--- config.mk ---
export PLATFORM = sky130hd
export DESIGN_NAME = pipeline_sched
export DESIGN_NICKNAME = d
export VERILOG_FILES = /design/src/rtl/pipeline_sched.sv
export SDC_FILE = /design/constraint.sdc
export NUM_CORES = 1
export LEC_CHECK = 0
export CAP_MARGIN = 20
export CORE_MARGIN = 2
export CORE_UTILIZATION = 45
export CTS_BUF_LIST = sky130_fd_sc_hd__clkbuf_8 sky130_fd_sc_hd__clkbuf_16
export DETAILED_ROUTE_END_ITERATION = 7
export GPL_TIMING_DRIVEN = 0
export PLACE_DENSITY = 0.86
export SLEW_MARGIN = 20
export SYNTH_ARGS = -nofsm -noshare
export SYNTH_HDL_FRONTEND = slang
export SYNTH_SLANG_ARGS = --single-unit
--- constraint.sdc ---
create_clock -name clock -period 3 [get_ports clock]
set_input_delay 0.6 -clock clock [delete_from_list [all_inputs] [get_ports clock]]
set_output_delay 0.6 -clock clock [all_outputs]
set_load 0.005 [all_outputs]
--- src/rtl/pipeline_sched.sv ---
// Central scheduler for the IF -> RD -> EX -> WB pipeline: stage valids, RAW
// hazard stalls, branch flush, STOP drain/halt and a saturating stall counter.
module pipeline_sched #(
  parameter int CNT_W = 16
) (
  input  logic             clock,
  input  logic             reset,
  input  logic [7:0]       ir_rd,
  input  logic [7:0]       ir_ex,
  input  logic [7:0]       ir_wb,
  input  logic             br_cond,
  output logic             pc_inc,
  output logic             pc_br,
  output logic             ir1_load,
  output logic             ir2_load,
  output logic             ir3_load,
  output logic             en_rd,
  output logic             en_ex,
  output logic             en_wb,
  output logic             stall,
  output logic             halted,
  output logic [CNT_W-1:0] stall_cnt
);

  typedef enum logic [3:0] {
    OP_LOAD  = 4'h0, OP_STOP = 4'h1, OP_STORE = 4'h2, OP_ADD = 4'h4,
    OP_BZ    = 4'h5, OP_SUB  = 4'h6, OP_NAND  = 4'h8, OP_BNZ = 4'h9,
    OP_NOP   = 4'hA, OP_BPZ  = 4'hD
  } opcode_e;

  // shift (x011) and ori (x111) decode on the low three bits only
  function automatic logic is_writer(input logic [3:0] op);
    is_writer = (op[2:0] == 3'd3) || (op[2:0] == 3'd7) ||
                (op == OP_ADD) || (op == OP_SUB) || (op == OP_NAND) || (op == OP_LOAD);
  endfunction

  function automatic logic reads_reg(input logic [7:0] ir, input logic [1:0] r);
    reads_reg = 1'b0;
    if (ir[2:0] == 3'd7)
      reads_reg = (r == 2'd1);
    else if (ir[2:0] == 3'd3)
      reads_reg = (ir[7:6] == r);
    else if (ir[3:0] == OP_LOAD)
      reads_reg = (ir[5:4] == r);
    else if (ir[3:0] inside {OP_ADD, OP_SUB, OP_NAND, OP_STORE})
      reads_reg = (ir[7:6] == r) || (ir[5:4] == r);
  endfunction

  logic             r_v_rd, r_v_ex, r_v_wb, r_fetch_blk, r_halted;
  logic [CNT_W-1:0] r_stall_cnt;

  logic [1:0] w_dst_ex, w_dst_wb;
  logic       w_haz_ex, w_haz_wb, w_hazard, w_taken, w_stall, w_run;
  logic       w_stop_rd, w_stop_wb, w_unused;

  assign w_dst_ex  = (ir_ex[2:0] == 3'd7) ? 2'd1 : ir_ex[7:6];
  assign w_dst_wb  = (ir_wb[2:0] == 3'd7) ? 2'd1 : ir_wb[7:6];
  assign w_haz_ex  = r_v_ex & is_writer(ir_ex[3:0]) & reads_reg(ir_rd, w_dst_ex);
  assign w_haz_wb  = r_v_wb & is_writer(ir_wb[3:0]) & reads_reg(ir_rd, w_dst_wb);
  assign w_hazard  = r_v_rd & (w_haz_ex | w_haz_wb);
  assign w_taken   = r_v_ex & br_cond & (ir_ex[3:0] inside {OP_BZ, OP_BNZ, OP_BPZ});
  assign w_stall   = w_hazard & ~w_taken;
  assign w_stop_rd = r_v_rd & (ir_rd[3:0] == OP_STOP);
  assign w_stop_wb = r_v_wb & (ir_wb[3:0] == OP_STOP);
  assign w_unused  = &{1'b0, ir_ex[5:4], ir_wb[5:4]};

  // NOTE: strobes are combinational, so reset must gate them explicitly;
  // cleared state alone would still leave pc_inc/ir*_load high during reset.
  assign w_run     = ~reset & ~r_halted;
  assign pc_br     = w_run & w_taken;
  assign pc_inc    = w_run & ~w_taken & ~w_hazard & ~r_fetch_blk;
  assign ir1_load  = w_run & ~w_stall;
  assign ir2_load  = w_run & ~w_stall;
  assign ir3_load  = w_run;
  assign stall     = w_run & w_stall;
  assign en_rd     = w_run & r_v_rd;
  assign en_ex     = w_run & r_v_ex;
  assign en_wb     = w_run & r_v_wb;
  assign halted    = r_halted;
  assign stall_cnt = r_stall_cnt;

  always_ff @(posedge clock or posedge reset) begin
    if (reset) begin
      r_v_rd      <= 1'b0;
      r_v_ex      <= 1'b0;
      r_v_wb      <= 1'b0;
      r_fetch_blk <= 1'b0;
      r_halted    <= 1'b0;
      r_stall_cnt <= '0;
    end else if (!r_halted) begin
      if (w_stop_wb) r_halted <= 1'b1;
      if (w_taken) begin
        // the RD instruction and the fetch in flight are both wrong-path
        r_v_rd <= 1'b0;
        r_v_ex <= 1'b0;
        r_v_wb <= 1'b1;
      end else if (w_stall) begin
        r_v_ex <= 1'b0;
        r_v_wb <= r_v_ex;
        if (r_stall_cnt != '1) r_stall_cnt <= r_stall_cnt + CNT_W'(1);
      end else begin
        r_v_rd <= ~r_fetch_blk & ~w_stop_rd;
        r_v_ex <= r_v_rd;
        r_v_wb <= r_v_ex;
        if (w_stop_rd) r_fetch_blk <= 1'b1;
      end
    end
  end

endmodule

Yosys cells after proc, flatten, opt, wreduce, memory -nomap -nowiden
Index checks and enable logic that the tools add are counted.
{"block": "word_totals", "output_inout_bits": 26, "wordCells": 102, "ff_bits": 21}
{"block": "op_classes", "n_eq_ne": 29, "bitwise": 29, "n_reduce_logical": 20, "mux": 17, "n_addsub": 1}
{"cell": "4-bit by 3-bit == test with 1-bit output, second input constant", "n": 7}
{"cell": "1-bit bitwise AND", "n": 21}
{"cell": "4-bit == test, second input constant", "n": 5}
{"cell": "16-bit by 1-bit adder with 16-bit output, second input constant", "n": 1}
{"cell": "16-bit != test, second input constant", "n": 1}
{"cell": "1-bit two-way mux", "n": 15}
{"cell": "4-bit zero test", "n": 3}
{"cell": "1-bit logical OR", "n": 12}
{"cell": "3-bit by 2-bit == test with 1-bit output, second input constant", "n": 3}
{"cell": "3-bit == test, second input constant", "n": 3}
{"cell": "2-bit == test", "n": 4}
{"cell": "4-bit by 1-bit == test with 1-bit output, second input constant", "n": 2}
{"cell": "4-bit AND reduction", "n": 2}
{"cell": "1-bit NOT", "n": 7}
{"cell": "2-bit by 1-bit == test with 1-bit output, second input constant", "n": 2}
{"cell": "4-bit by 2-bit == test with 1-bit output, second input constant", "n": 1}
{"cell": "2-bit two-way mux", "n": 2}
{"cell": "4-bit nonzero test", "n": 1}
{"cell": "3-bit nonzero test", "n": 1}
{"cell": "2-bit != test, second input constant", "n": 1}
{"cell": "2-bit AND reduction", "n": 1}
{"cell": "1-bit OR", "n": 1}

Logic depth before layout (Yosys ltp)
{"block": "logic_depth", "word_depth": 14, "depth_mapped": 10, "mapped_depth_nobuf": 7}

Worst setup path before layout
OpenSTA, ideal clock, no wires.
{"block": "synth_path", "path_kind": "input to output", "startpoint": "in ir_rd[1]", "endpoint": "out ir2_load", "setup_slack_ns": 0.099, "arrival_ns": 2.301, "n_path_buf": 2, "stages": 9, "path_cell_list": "nor4_4 nor3_1 o311a_1 o311ai_4 nand4_4 buf_6 nand2_1 and2_1 buf_4"}
{"block": "synth_between", "elab_chain_cells": 12, "elab_cells_between_ends": 23}
{"item": "start: declaration", "line": "8", "source": "input logic [7:0] ir_rd,"}
{"item": "4-bit by 3-bit == test with 1-bit output (tied with other cells)", "line": "45", "source": "else if (ir[3:0] inside {OP_ADD, OP_SUB, OP_NAND, OP_STORE})"}
{"item": "4-bit nonzero test", "line": "45"}
{"item": "1-bit two-way mux", "line": "45"}
{"item": "1-bit two-way mux", "line": "43", "source": "else if (ir[3:0] == OP_LOAD)"}
{"item": "1-bit two-way mux", "line": "41", "source": "else if (ir[2:0] == 3'd3)"}
{"item": "1-bit two-way mux", "line": "39", "source": "if (ir[2:0] == 3'd7)"}
{"item": "1-bit bitwise AND (on tied branches)", "line": "58, 59"}
{"item": "1-bit OR (*)", "line": "60", "source": "assign w_hazard = r_v_rd & (w_haz_ex | w_haz_wb);"}
{"item": "1-bit bitwise AND (*)", "line": "60"}
{"item": "1-bit bitwise AND (*)", "line": "62", "source": "assign w_stall = w_hazard & ~w_taken;"}
{"item": "1-bit NOT (*)"}
{"item": "1-bit bitwise AND (*)"}
{"item": "end: declaration", "line": "15", "source": "output logic ir2_load,"}
Mark *: on every way between the ends. The rest lies on a longest branch, timed or not.

Worst setup path in the final report
{"block": "layout_path", "startpoint": "in ir_rd[2]", "endpoint": "out pc_inc"}
{"block": "layout_between", "elab_chain_cells": 12, "elab_cells_between_ends": 23}
{"item": "4-bit by 3-bit == test with 1-bit output (tied with other cells)", "line": "45"}
{"item": "4-bit nonzero test", "line": "45"}
{"item": "1-bit two-way mux", "line": "45"}
{"item": "1-bit two-way mux", "line": "43"}
{"item": "1-bit two-way mux", "line": "41"}
{"item": "1-bit two-way mux", "line": "39"}
{"item": "1-bit bitwise AND (on tied branches)", "line": "58, 59"}
{"item": "1-bit OR (*)", "line": "60"}
{"item": "1-bit bitwise AND (*)", "line": "60"}
{"item": "1-bit NOT (*)", "line": "71", "source": "assign pc_inc = w_run & ~w_taken & ~w_hazard & ~r_fetch_blk;"}
{"item": "1-bit bitwise AND (*) (2 in a row)", "line": "71"}
{"item": "end: declaration", "line": "12", "source": "output logic pc_inc,"}
Marked as above.

==> flow_metrics.env <==
export IMPL_grt_busiest_layer="met2"
export IMPL_clock_latency_ns=0.26
export IMPL_cts_hold_fix_buffers=0
export IMPL_drt_first_pass_iters=4
export IMPL_synth_area_um2=1520
export IMPL_n_antenna_cell=0
export IMPL_grt_max_degree=22
export IMPL_core_area_um2=3280
export IMPL_met1_usage_pct=27.0
export IMPL_grt_overflow=0
export IMPL_io_buffer_count=48
export IMPL_setup_viol=0
export IMPL_power_density_nw_per_um2=254
export IMPL_clock_path_buffers=2
export IMPL_die_x_um=62.1
export IMPL_use_met2_pct=37.1
export IMPL_drc_errors=0
export IMPL_numClockSinks=21
export IMPL_rows=21
export IMPL_cpMaxStageDelayCell="o311ai_4"
export IMPL_slew_viol_final=0
export IMPL_syn_num_nets=190
export IMPL_ys_warn_count=0
export IMPL_finalPower_w=0.000573
export IMPL_skew_ns=0.00135
export IMPL_worstPathCellList="buf_6 > nor4_4 > buf_4 > buf_6 > a2bb2oi_4 > a21oi_2 > o311ai_4 > nand4_4 > buf_6 > a21oi_2 > buf_2"
export IMPL_antenna_found_initial=0
export IMPL_cp_start_kind="input pin"
export IMPL_placed_cells=256
export IMPL_drive_gt1_share_pct=22.0
export IMPL_min_period_ns=2.94
export IMPL_yosysUniqueCellTypes=50
export IMPL_worstPathArrival_ns=2.34
export IMPL_hold_viol=0
export IMPL_nNetsFinal=252
export IMPL_worstMarginPinSlew_ns=0.774
export IMPL_place_hpwl_um=2740
export IMPL_synth_edf_count=0
export IMPL_numCtsBuffers=3
export IMPL_status="complete, no violations"
export IMPL_max_stage_delay_ns=0.29
export IMPL_crit_fanout=5
export IMPL_leakagePower_nw=0.992
export IMPL_grt_first_pass_wirelength_um=6750
export IMPL_synth_main_ff_cell="dfrtp_1"
export IMPL_area_growth_pct=48.8
export IMPL_ys_ff_latch=21
export IMPL_pin_count=53
export IMPL_critPathMostFrequentCell="buf_6"
export IMPL_ctsHtreeMaxLevel=1
export IMPL_drt_wirelength_per_cell_um=15.4
export IMPL_max_slew_margin_rel_pct=48.4
export IMPL_die_area_um2=3860
export IMPL_via_per_inst=5.75
export IMPL_ir_drop_mv=0.189
export IMPL_grtUsageTotal_pct=21.5
export IMPL_synthCells=162
export IMPL_ant_nets=0
export IMPL_cp_required_ns=2.40
export IMPL_cp_end_kind="output port"
export IMPL_fin_setup_tns_ns=0
export IMPL_utilization_pct=68.8
export IMPL_fmaxAchievable_mhz=340
export IMPL_cts_tree="done"
export IMPL_async_reset_ff_share_pct=100
export IMPL_die_y_um=62.1
export IMPL_drt_iter0_markers=82
export IMPL_post_route_period_util_pct=98.0
export IMPL_drv_cap=0
export IMPL_grt_pass1_vias=1470
export IMPL_grt_util_met3_pct=3.62
export IMPL_routed_via_count=1546
export IMPL_critical_path_class="in2out"
export IMPL_clk_pin_slew_ns=0.07
export IMPL_start_util_pct=46.2
export IMPL_cts_root_buf="clkbuf_8"
export IMPL_place_congestion=0.860
export IMPL_avgSynthCellArea_um2=9.38
export IMPL_synth_seq_area_share_pct=34.6
export IMPL_drt_total_wl_um=4150
export IMPL_stdcell_count=269
export IMPL_hold_class="reg2reg"
[synthesized netlist by cell type (2+ instances only)]
master / number / area, um2
and3_1: 10 / 62.6
o22ai_1: 2 / 12.5
clkbuf_1: 2 / 7.51
o311a_1: 2 / 20.0
nor3b_1: 2 / 15.0
inv_1: 5 / 18.8
mux2i_1: 2 / 20.0
dfrtp_1: 21 / 526
nor2_1: 11 / 41.3
and2_1: 7 / 43.8
nand4_1: 9 / 56.3
mux2_2: 2 / 22.5
nor2b_1: 3 / 18.8
a32oi_1: 2 / 17.5
nand3_1: 10 / 50.1
a31oi_1: 2 / 12.5
nand4b_1: 2 / 17.5
nand2_1: 8 / 30.0
nor3_1: 7 / 35.0
xor2_1: 3 / 26.3
nand2b_1: 2 / 12.5
o211ai_1: 3 / 22.5
a21oi_1: 2 / 10.0
xnor2_1: 16 / 140
o31a_1: 2 / 17.5
[kinds of logic (layout without fill, tap and decap cells)]
kind of cell | Yosys count | count (layout) | synth area share (%)
compound gates | 27 | 27 | 15.6
fa+ha+maj | 1 | 1 | 0.824
simple gates | 80 | 80 | 32.0
buf+inv | 10 | 71 | 3.30
mux | 4 | 4 | 2.80
flops | 21 | 21 | 34.6
xor+xnor | 19 | 19 | 11.0
[stage by stage]
step,setup WS [ns],hold WS [ns],cell area (um2)
3_3_place_gp,-1.15,0.458,2060
5_1_grt,-0.0142,0.534,2260
6_report,0.0604,0.503,2260
2_1_floorplan,0.0988,0.439,1520
4_1_cts,-0.0549,0.482,2220
3_5_place_dp,-1.18,0.465,2060
[registers in the layout (all words and copies together) (netlist names)]
signal       flops
r_v_rd           1
r_v_wb           1
r_fetch_blk      1
stall_cnt       16
r_v_ex           1
halted           1
[area by class of cell]
| type | count | area [um2] |
|---|---|---|
| plain buffers | 2 | 7.51 |
| clock buffers | 3 | 41.3 |
| clock inverters | 1 | 5.00 |
| fillers | 259 | 1020 |
| inverters | 5 | 18.8 |
| multi-input cells | 131 | 1050 |
| flip-flops and latches | 21 | 526 |
| well taps | 46 | 57.6 |
| repair buffers | 60 | 554 |
[final timing paths]
path | from | endpoint | slack, ns | depth (start not counted)
min in group asynchronous | reset | halted | 0.97 | 2
max reg2reg | r_v_ex | stall_cnt[1] | 0.68 | 6
min reg2reg | r_fetch_blk | r_fetch_blk | 0.50 | 2
max in group asynchronous | reset | stall_cnt[13] | 1.55 | 2
max | ir_rd[2] | pc_inc | 0.06 | 11
min | r_fetch_blk | r_fetch_blk | 0.50 | 2
[per-layer routing]
metal	wire (um)	part of all wire, %
met1	1680	40
met2	2130	51
met3	264	6.4
met4	69	1.7
met5	0	0
[power by group]
part	internal, W	switching (W)	total, W
combinational	0.0000505	0.0000565	0.000107
clock	0.0000924	0.0000903	0.000183
sequential	0.000283	0.000000389	0.000284
total	0.000426	0.000147	0.000573
[worst max-delay path: cells and delay by family]
family / cells / cell delay, ns
compound gates: 4 / 0.64
simple gates: 2 / 0.41
buf+inv: 5 / 0.69
[placed cells by master (no fill, tap or decap), types with 3 or more instances in the layout]
cell / count
clkdlybuf4s50_1: 25
dfrtp_1: 21
xnor2_1: 16
dlygate4sd2_1: 13
nand3_1: 10
nor2_1: 10
buf_4: 10
nand4_1: 9
and3_1: 8
nand2_1: 7
and2_1: 6
buf_6: 6
inv_1: 5
nor3_1: 4
nor2b_1: 3
xor2_1: 3
o211ai_1: 3
clkbuf_8: 3
buf_2: 3
[repair_timing]
item                                    CTS  global route
pin swaps                                10             9
resized for setup                        73            10
setup buffers                             8             4
endpoints found under the setup margin    4             4
No activity file was read; power rests on OpenSTA's default activity.
